$ cat src/rtl/wbm_cmd_master.sv
// Single-transaction pipelined Wishbone master: one command in, one bus cycle out,
// one registered response pulse back. Silent slaves are aborted after 2^LGTIMEOUT cycles.
module wbm_cmd_master #(
    parameter int unsigned AW        = 30,
    parameter int unsigned DW        = 32,
    parameter int unsigned LGTIMEOUT = 10
) (
    input  logic              i_clk,
    input  logic              i_reset,
    // Command port
    input  logic              i_cmd_valid,
    output logic              o_cmd_ready,
    input  logic              i_cmd_we,
    input  logic [AW-1:0]     i_cmd_addr,
    input  logic [DW-1:0]     i_cmd_data,
    input  logic [DW/8-1:0]   i_cmd_sel,
    // Response port
    output logic              o_rsp_valid,
    output logic [DW-1:0]     o_rsp_data,
    output logic              o_rsp_err,
    output logic              o_rsp_timeout,
    // Wishbone master port
    output logic              o_wb_cyc,
    output logic              o_wb_stb,
    output logic              o_wb_we,
    output logic [AW-1:0]     o_wb_addr,
    output logic [DW-1:0]     o_wb_data,
    output logic [DW/8-1:0]   o_wb_sel,
    input  logic              i_wb_stall,
    input  logic              i_wb_ack,
    input  logic              i_wb_err,
    input  logic [DW-1:0]     i_wb_data
);

    localparam int unsigned SW = DW / 8;

    localparam logic [1:0] StIdle   = 2'd0;
    localparam logic [1:0] StStrobe = 2'd1;
    localparam logic [1:0] StWait   = 2'd2;

    localparam logic [LGTIMEOUT-1:0] CntMax = {LGTIMEOUT{1'b1}};
    localparam logic [LGTIMEOUT-1:0] CntOne = {{(LGTIMEOUT-1){1'b0}}, 1'b1};

    logic [1:0]           state_q, state_d;
    logic                 cyc_q, cyc_d;
    logic                 stb_q, stb_d;
    logic                 we_q, we_d;
    logic [AW-1:0]        addr_q, addr_d;
    logic [DW-1:0]        data_q, data_d;
    logic [SW-1:0]        sel_q, sel_d;
    logic [LGTIMEOUT-1:0] cnt_q, cnt_d;
    logic                 rsp_valid_q, rsp_valid_d;
    logic                 rsp_err_q, rsp_err_d;
    logic                 rsp_timeout_q, rsp_timeout_d;
    logic [DW-1:0]        rsp_data_q, rsp_data_d;

    logic cnt_last;

    assign cnt_last = (cnt_q == CntMax);

    always_comb begin
        state_d       = state_q;
        cyc_d         = cyc_q;
        stb_d         = stb_q;
        we_d          = we_q;
        addr_d        = addr_q;
        data_d        = data_q;
        sel_d         = sel_q;
        cnt_d         = cnt_q;
        rsp_valid_d   = 1'b0;
        rsp_err_d     = 1'b0;
        rsp_timeout_d = 1'b0;
        rsp_data_d    = '0;

        unique case (state_q)
            StIdle: begin
                // Bus fields are only ever loaded here, so they hold for the whole cycle
                if (i_cmd_valid) begin
                    state_d = StStrobe;
                    cyc_d   = 1'b1;
                    stb_d   = 1'b1;
                    we_d    = i_cmd_we;
                    addr_d  = i_cmd_addr;
                    data_d  = i_cmd_data;
                    sel_d   = i_cmd_sel;
                    cnt_d   = '0;
                end
            end

            StStrobe: begin
                cnt_d = cnt_q + CntOne;
                if (i_wb_err) begin
                    state_d     = StIdle;
                    cyc_d       = 1'b0;
                    stb_d       = 1'b0;
                    rsp_valid_d = 1'b1;
                    rsp_err_d   = 1'b1;
                end else if (cnt_last) begin
                    // ACK cannot legally arrive before the strobe is taken, so only ERR saves us
                    state_d       = StIdle;
                    cyc_d         = 1'b0;
                    stb_d         = 1'b0;
                    rsp_valid_d   = 1'b1;
                    rsp_err_d     = 1'b1;
                    rsp_timeout_d = 1'b1;
                end else if (!i_wb_stall) begin
                    state_d = StWait;
                    stb_d   = 1'b0;
                end
            end

            StWait: begin
                cnt_d = cnt_q + CntOne;
                if (i_wb_err) begin
                    state_d     = StIdle;
                    cyc_d       = 1'b0;
                    stb_d       = 1'b0;
                    rsp_valid_d = 1'b1;
                    rsp_err_d   = 1'b1;
                end else if (i_wb_ack) begin
                    state_d     = StIdle;
                    cyc_d       = 1'b0;
                    rsp_valid_d = 1'b1;
                    rsp_data_d  = we_q ? '0 : i_wb_data;
                end else if (cnt_last) begin
                    state_d       = StIdle;
                    cyc_d         = 1'b0;
                    stb_d         = 1'b0;
                    rsp_valid_d   = 1'b1;
                    rsp_err_d     = 1'b1;
                    rsp_timeout_d = 1'b1;
                end
            end

            default: begin
                state_d = StIdle;
                cyc_d   = 1'b0;
                stb_d   = 1'b0;
            end
        endcase
    end

    always_ff @(posedge i_clk) begin
        if (i_reset) begin
            state_q       <= StIdle;
            cyc_q         <= 1'b0;
            stb_q         <= 1'b0;
            cnt_q         <= '0;
            rsp_valid_q   <= 1'b0;
            rsp_err_q     <= 1'b0;
            rsp_timeout_q <= 1'b0;
            rsp_data_q    <= '0;
        end else begin
            state_q       <= state_d;
            cyc_q         <= cyc_d;
            stb_q         <= stb_d;
            cnt_q         <= cnt_d;
            rsp_valid_q   <= rsp_valid_d;
            rsp_err_q     <= rsp_err_d;
            rsp_timeout_q <= rsp_timeout_d;
            rsp_data_q    <= rsp_data_d;
        end
    end

    // Bus payload needs no reset: it is qualified by cyc/stb
    always_ff @(posedge i_clk) begin
        we_q   <= we_d;
        addr_q <= addr_d;
        data_q <= data_d;
        sel_q  <= sel_d;
    end

    assign o_cmd_ready   = (state_q == StIdle) && !i_reset;
    assign o_rsp_valid   = rsp_valid_q;
    assign o_rsp_data    = rsp_data_q;
    assign o_rsp_err     = rsp_err_q;
    assign o_rsp_timeout = rsp_timeout_q;
    assign o_wb_cyc      = cyc_q;
    assign o_wb_stb      = stb_q;
    assign o_wb_we       = we_q;
    assign o_wb_addr     = addr_q;
    assign o_wb_data     = data_q;
    assign o_wb_sel      = sel_q;

endmodule

$ cat config.mk
export PLATFORM = sky130hd
export DESIGN_NAME = wbm_cmd_master
export DESIGN_NICKNAME = d
export VERILOG_FILES = /design/src/rtl/wbm_cmd_master.sv
export SDC_FILE = /design/constraint.sdc
export NUM_CORES = 1
export LEC_CHECK = 0
export ABC_AREA = 1
export ABC_CLOCK_PERIOD_IN_PS = 3300
export BUFFER_PORTS_ARGS = -buffer_cell sky130_fd_sc_hd__buf_4
export CAP_MARGIN = 25
export CORE_AREA = 2 2 101 103
export CTS_CLUSTER_DIAMETER = 100
export DETAILED_ROUTE_END_ITERATION = 6
export DIE_AREA = 0 0 103 105
export GPL_ROUTABILITY_DRIVEN = 1
export PLACE_DENSITY = 0.72
export SLEW_MARGIN = 40
export SYNTH_ARGS = -nofsm -noshare
export SYNTH_HDL_FRONTEND = slang
export SYNTH_SLANG_ARGS = --single-unit
export TNS_END_PERCENT = 100
$ cat constraint.sdc
create_clock -name i_clk -period 3.3 [get_ports i_clk]
set_input_delay 0.33 -clock i_clk [delete_from_list [all_inputs] [get_ports i_clk]]
set_output_delay 0.33 -clock i_clk [all_outputs]
set_load 0.05 [all_outputs]
==> impl_metrics.json <==
{
  "insertion_delay_ns": 0.50,
  "crit_path_start_kind": "register",
  "antennaDiodeCount": 0,
  "worst_hold_path.num_cells": 3,
  "wire_length_of_the_first_global_routing_pass_um": 16600,
  "post_dp_cell_area_um2": 5560,
  "post_synth_instance_area_um2": 3810,
  "dieArea_um2": 10800,
  "dp.cells": 637,
  "fmax_mhz": 494,
  "max_fo_critical_path": 5,
  "syn_inst": 295,
  "final_cells": 736,
  "post-route-drc-count": 0,
  "category_of_the_critical_setup_timing_path": "reg2out",
  "timing.hold.worst.class": "in2reg",
  "clockRootBuffer": "sky130_fd_sc_hd__clkbuf_8",
  "global_route.overflow_total": 0,
  "finished_cell_area_um2": 6770,
  "number_of_buffers_and_inverters_on_the_critical_path": 3,
  "timing.critical_path.slowest_cell_delay_ns": 0.32,
  "tot_gr_track_use": 0.203,
  "vias_per_cell": 4.38,
  "numPortBuffers": 209,
  "required_ns": 2.97,
  "first_global_vias": 3376,
  "timing.critical_path.max_delay_family": "buffers and inverters",
  "setup_viol": 0,
  "design.portCount": 210,
  "whs_ns": 0.0432,
  "drive_gt1_frac": 0.416,
  "total_nets_after_synthesis": 405,
  "dpl_hpwl_um": 7220,
  "crit_top_cell": "sky130_fd_sc_hd__inv_1",
  "power_density_over_cell_area_nw_per_um2": 593,
  "clock-skew-final_ns": 0.00674,
  "cp_slowest_cell": "sky130_fd_sc_hd__dfxtp_1",
  "grt.met3_usage": 0.0602,
  "fp-row-count": 36,
  "dr_total_vias": 3223,
  "p_leak_nw": 3.13,
  "tightestPinTransition_ns": 0.463,
  "final-hold-violation-count": 0,
  "yosysWarningCount": 0,
  "crit_path_cell_trace": "inv_1 -> ha_1 -> inv_1 -> nor2_1 -> buf_4",
  "cp_num_cells": 5,
  "slew_headroom": 0.691,
  "largest_net_degree_at_the_start_of_global_routing": 39,
  "synth_cell_types": 23,
  "dr.pass1.iters": 4,
  "seq_area_frac_synth": 0.786,
  "finalSetupTns_ns": 0,
  "antenna_left": 0,
  "final_gp_congestion": 0.874,
  "numCtsBuffers": 17,
  "cp.arrival_ns": 1.69,
  "drt_first_iter_violations": 128,
  "timing_max_transition_violations_final": 0,
  "grt_busiest_layer": "met2",
  "die_h_um": 105,
  "run_status": "finished, final reports clean",
  "syn2layout_area_growth_pct": 77.7,
  "dieWidth_um": 103,
  "min_period_over_period": 0.613,
  "final_core_util": 0.702,
  "initial_core_util": 0.395,
  "ir_drop_uv": 338,
  "grt.met2_usage": 0.372,
  "clkTransAtPathRegs_ns": 0.05,
  "unrepaired_setup_endpoints_after_global_routing": "no",
  "cts_max_path_buffers": 2,
  "nets": 700,
  "tritoncts": "done",
  "syn_area_per_cell_um2": 12.9,
  "wl_per_cell_um": 15.0,
  "finalWorstPathRequiredPeriod_ns": 2.02,
  "synth-seq-cells": 116,
  "element_type_at_the_critical_path_end": "output port",
  "postRouteWirelength_um": 11000,
  "clock_tree.htree_level_count": 4,
  "clock_sinks": 116,
  "groute.layer.met1.usage": 0.207,
  "layout.filler_cells": 681,
  "timing.reg2reg.worst_path_depth": 5,
  "core-area_um2": 9640,
  "max-cap-violations": 0,
  "antenna_found_initial": 0
}
cells in the mapped netlist:
cell                       number  area share
sky130_fd_sc_hd__a21oi_1       11       0.014
sky130_fd_sc_hd__a22oi_1        1      0.0020
sky130_fd_sc_hd__a31oi_1        2      0.0033
sky130_fd_sc_hd__a32o_1         1      0.0026
sky130_fd_sc_hd__clkbuf_1       3      0.0030
sky130_fd_sc_hd__clkinv_1       1     0.00098
sky130_fd_sc_hd__dfxtp_1       49        0.26
sky130_fd_sc_hd__edfxtp_1      67        0.53
sky130_fd_sc_hd__ha_1           5       0.016
sky130_fd_sc_hd__inv_1         54       0.053
sky130_fd_sc_hd__inv_2          3      0.0030
sky130_fd_sc_hd__nand2_1       22       0.022
sky130_fd_sc_hd__nand2_2        4      0.0066
sky130_fd_sc_hd__nand2_4        2      0.0059
sky130_fd_sc_hd__nand3_1       11       0.014
sky130_fd_sc_hd__nand4_1        2      0.0033
sky130_fd_sc_hd__nor2_1        44       0.043
sky130_fd_sc_hd__nor2_2         2      0.0033
sky130_fd_sc_hd__nor2_4         1      0.0030
sky130_fd_sc_hd__nor3_1         4      0.0053
sky130_fd_sc_hd__o211ai_1       1      0.0020
sky130_fd_sc_hd__o21ai_0        1      0.0013
sky130_fd_sc_hd__o21ai_1        4      0.0053
tightest hold or removal path: cells and delay by family:
| family | cells | cell delay [ns] |
|---|---|---|
| buf+inv | 2 | 0.10 |
| simple gates | 1 | 0.07 |
what timing repair did:
| action | in CTS | in global routing |
|---|---|---|
| endpoints found under the hold margin | 67 | 0 |
| gates resized for setup | 0 | 0 |
| hold buffers | 67 | 0 |
| setup buffers | 0 | 0 |
final timing paths:
check	from	to	slack, ns
worst max-delay path	state_q[1]	o_cmd_ready	1.28
worst min-delay path	i_wb_data[29]	o_rsp_data[29]	0.04
worst max register to register	state_q[1]	o_wb_addr[20]	1.58
worst min register to register	cnt_q[9]	cnt_q[9]	0.46
through the flow:
step	worst slack, ns	power [mW]
final	1.28	4.01
after global routing	1.17	4.17
after CTS	1.28	4.04
after detailed placement	1.60	2.32
after global placement	1.69	2.30
after floorplan	0.892	2.07
cells in the final DEF, fill, tap and decap left out, types with 3 or more instances in the layout:
cell,instances
sky130_fd_sc_hd__o21ai_1,4
sky130_fd_sc_hd__buf_4,212
sky130_fd_sc_hd__edfxtp_1,67
sky130_fd_sc_hd__nand3_1,11
sky130_fd_sc_hd__inv_1,53
sky130_fd_sc_hd__clkbuf_16,16
sky130_fd_sc_hd__nor2_1,44
sky130_fd_sc_hd__clkinv_1,3
sky130_fd_sc_hd__clkinv_2,4
sky130_fd_sc_hd__nand2_1,22
sky130_fd_sc_hd__clkbuf_1,4
sky130_fd_sc_hd__ha_1,5
sky130_fd_sc_hd__dfxtp_1,49
sky130_fd_sc_hd__inv_2,4
sky130_fd_sc_hd__nor3_1,4
sky130_fd_sc_hd__dlygate4sd3_1,67
sky130_fd_sc_hd__a21oi_1,11
sky130_fd_sc_hd__nand2_2,4
cells by family (layout without fill, tap and decap cells):
logic type | Yosys count | after routing | share of synthesized area
AO/OA/AOI/OAI | 21 | 21 | 0.0309
adder cells (fa/ha/maj) | 5 | 5 | 0.0164
buffers and inverters | 61 | 369 | 0.0601
flip-flops | 116 | 116 | 0.786
AND/OR/NAND/NOR | 92 | 92 | 0.107
power breakdown:
group | leakage, nW | switching (mW) | internal, mW
logic | 1.84 | 0.439 | 0.255
registers | 1.04 | 0.0314 | 1.64
clock network | 0.261 | 0.592 | 1.06
total | 3.13 | 1.06 | 2.95
cell type report:
type	instances	area, um2	share of cell area
tap	133	166	0.0246
clock inverter	11	111	0.0165
timing repair buffer	279	2260	0.334
clock buffer	21	429	0.0634
multi-input combinational	118	587	0.0867
inverter	58	218	0.0322
sequential	116	2990	0.442
flip-flops by register name, summed over array words and instances, names as in the netlist, 2 cells and up:
register and count:
o_rsp_data 32, cnt_q 10, o_wb_addr 30, state_q 2
o_wb_sel 4, o_wb_data 32
layer usage:
layer,share of wire,vias up
met5,0,-
li1,-,1548
met1,0.36,1487
met2,0.53,156
met4,0.028,0
met3,0.081,32
(Power assumes the default switching activity.)
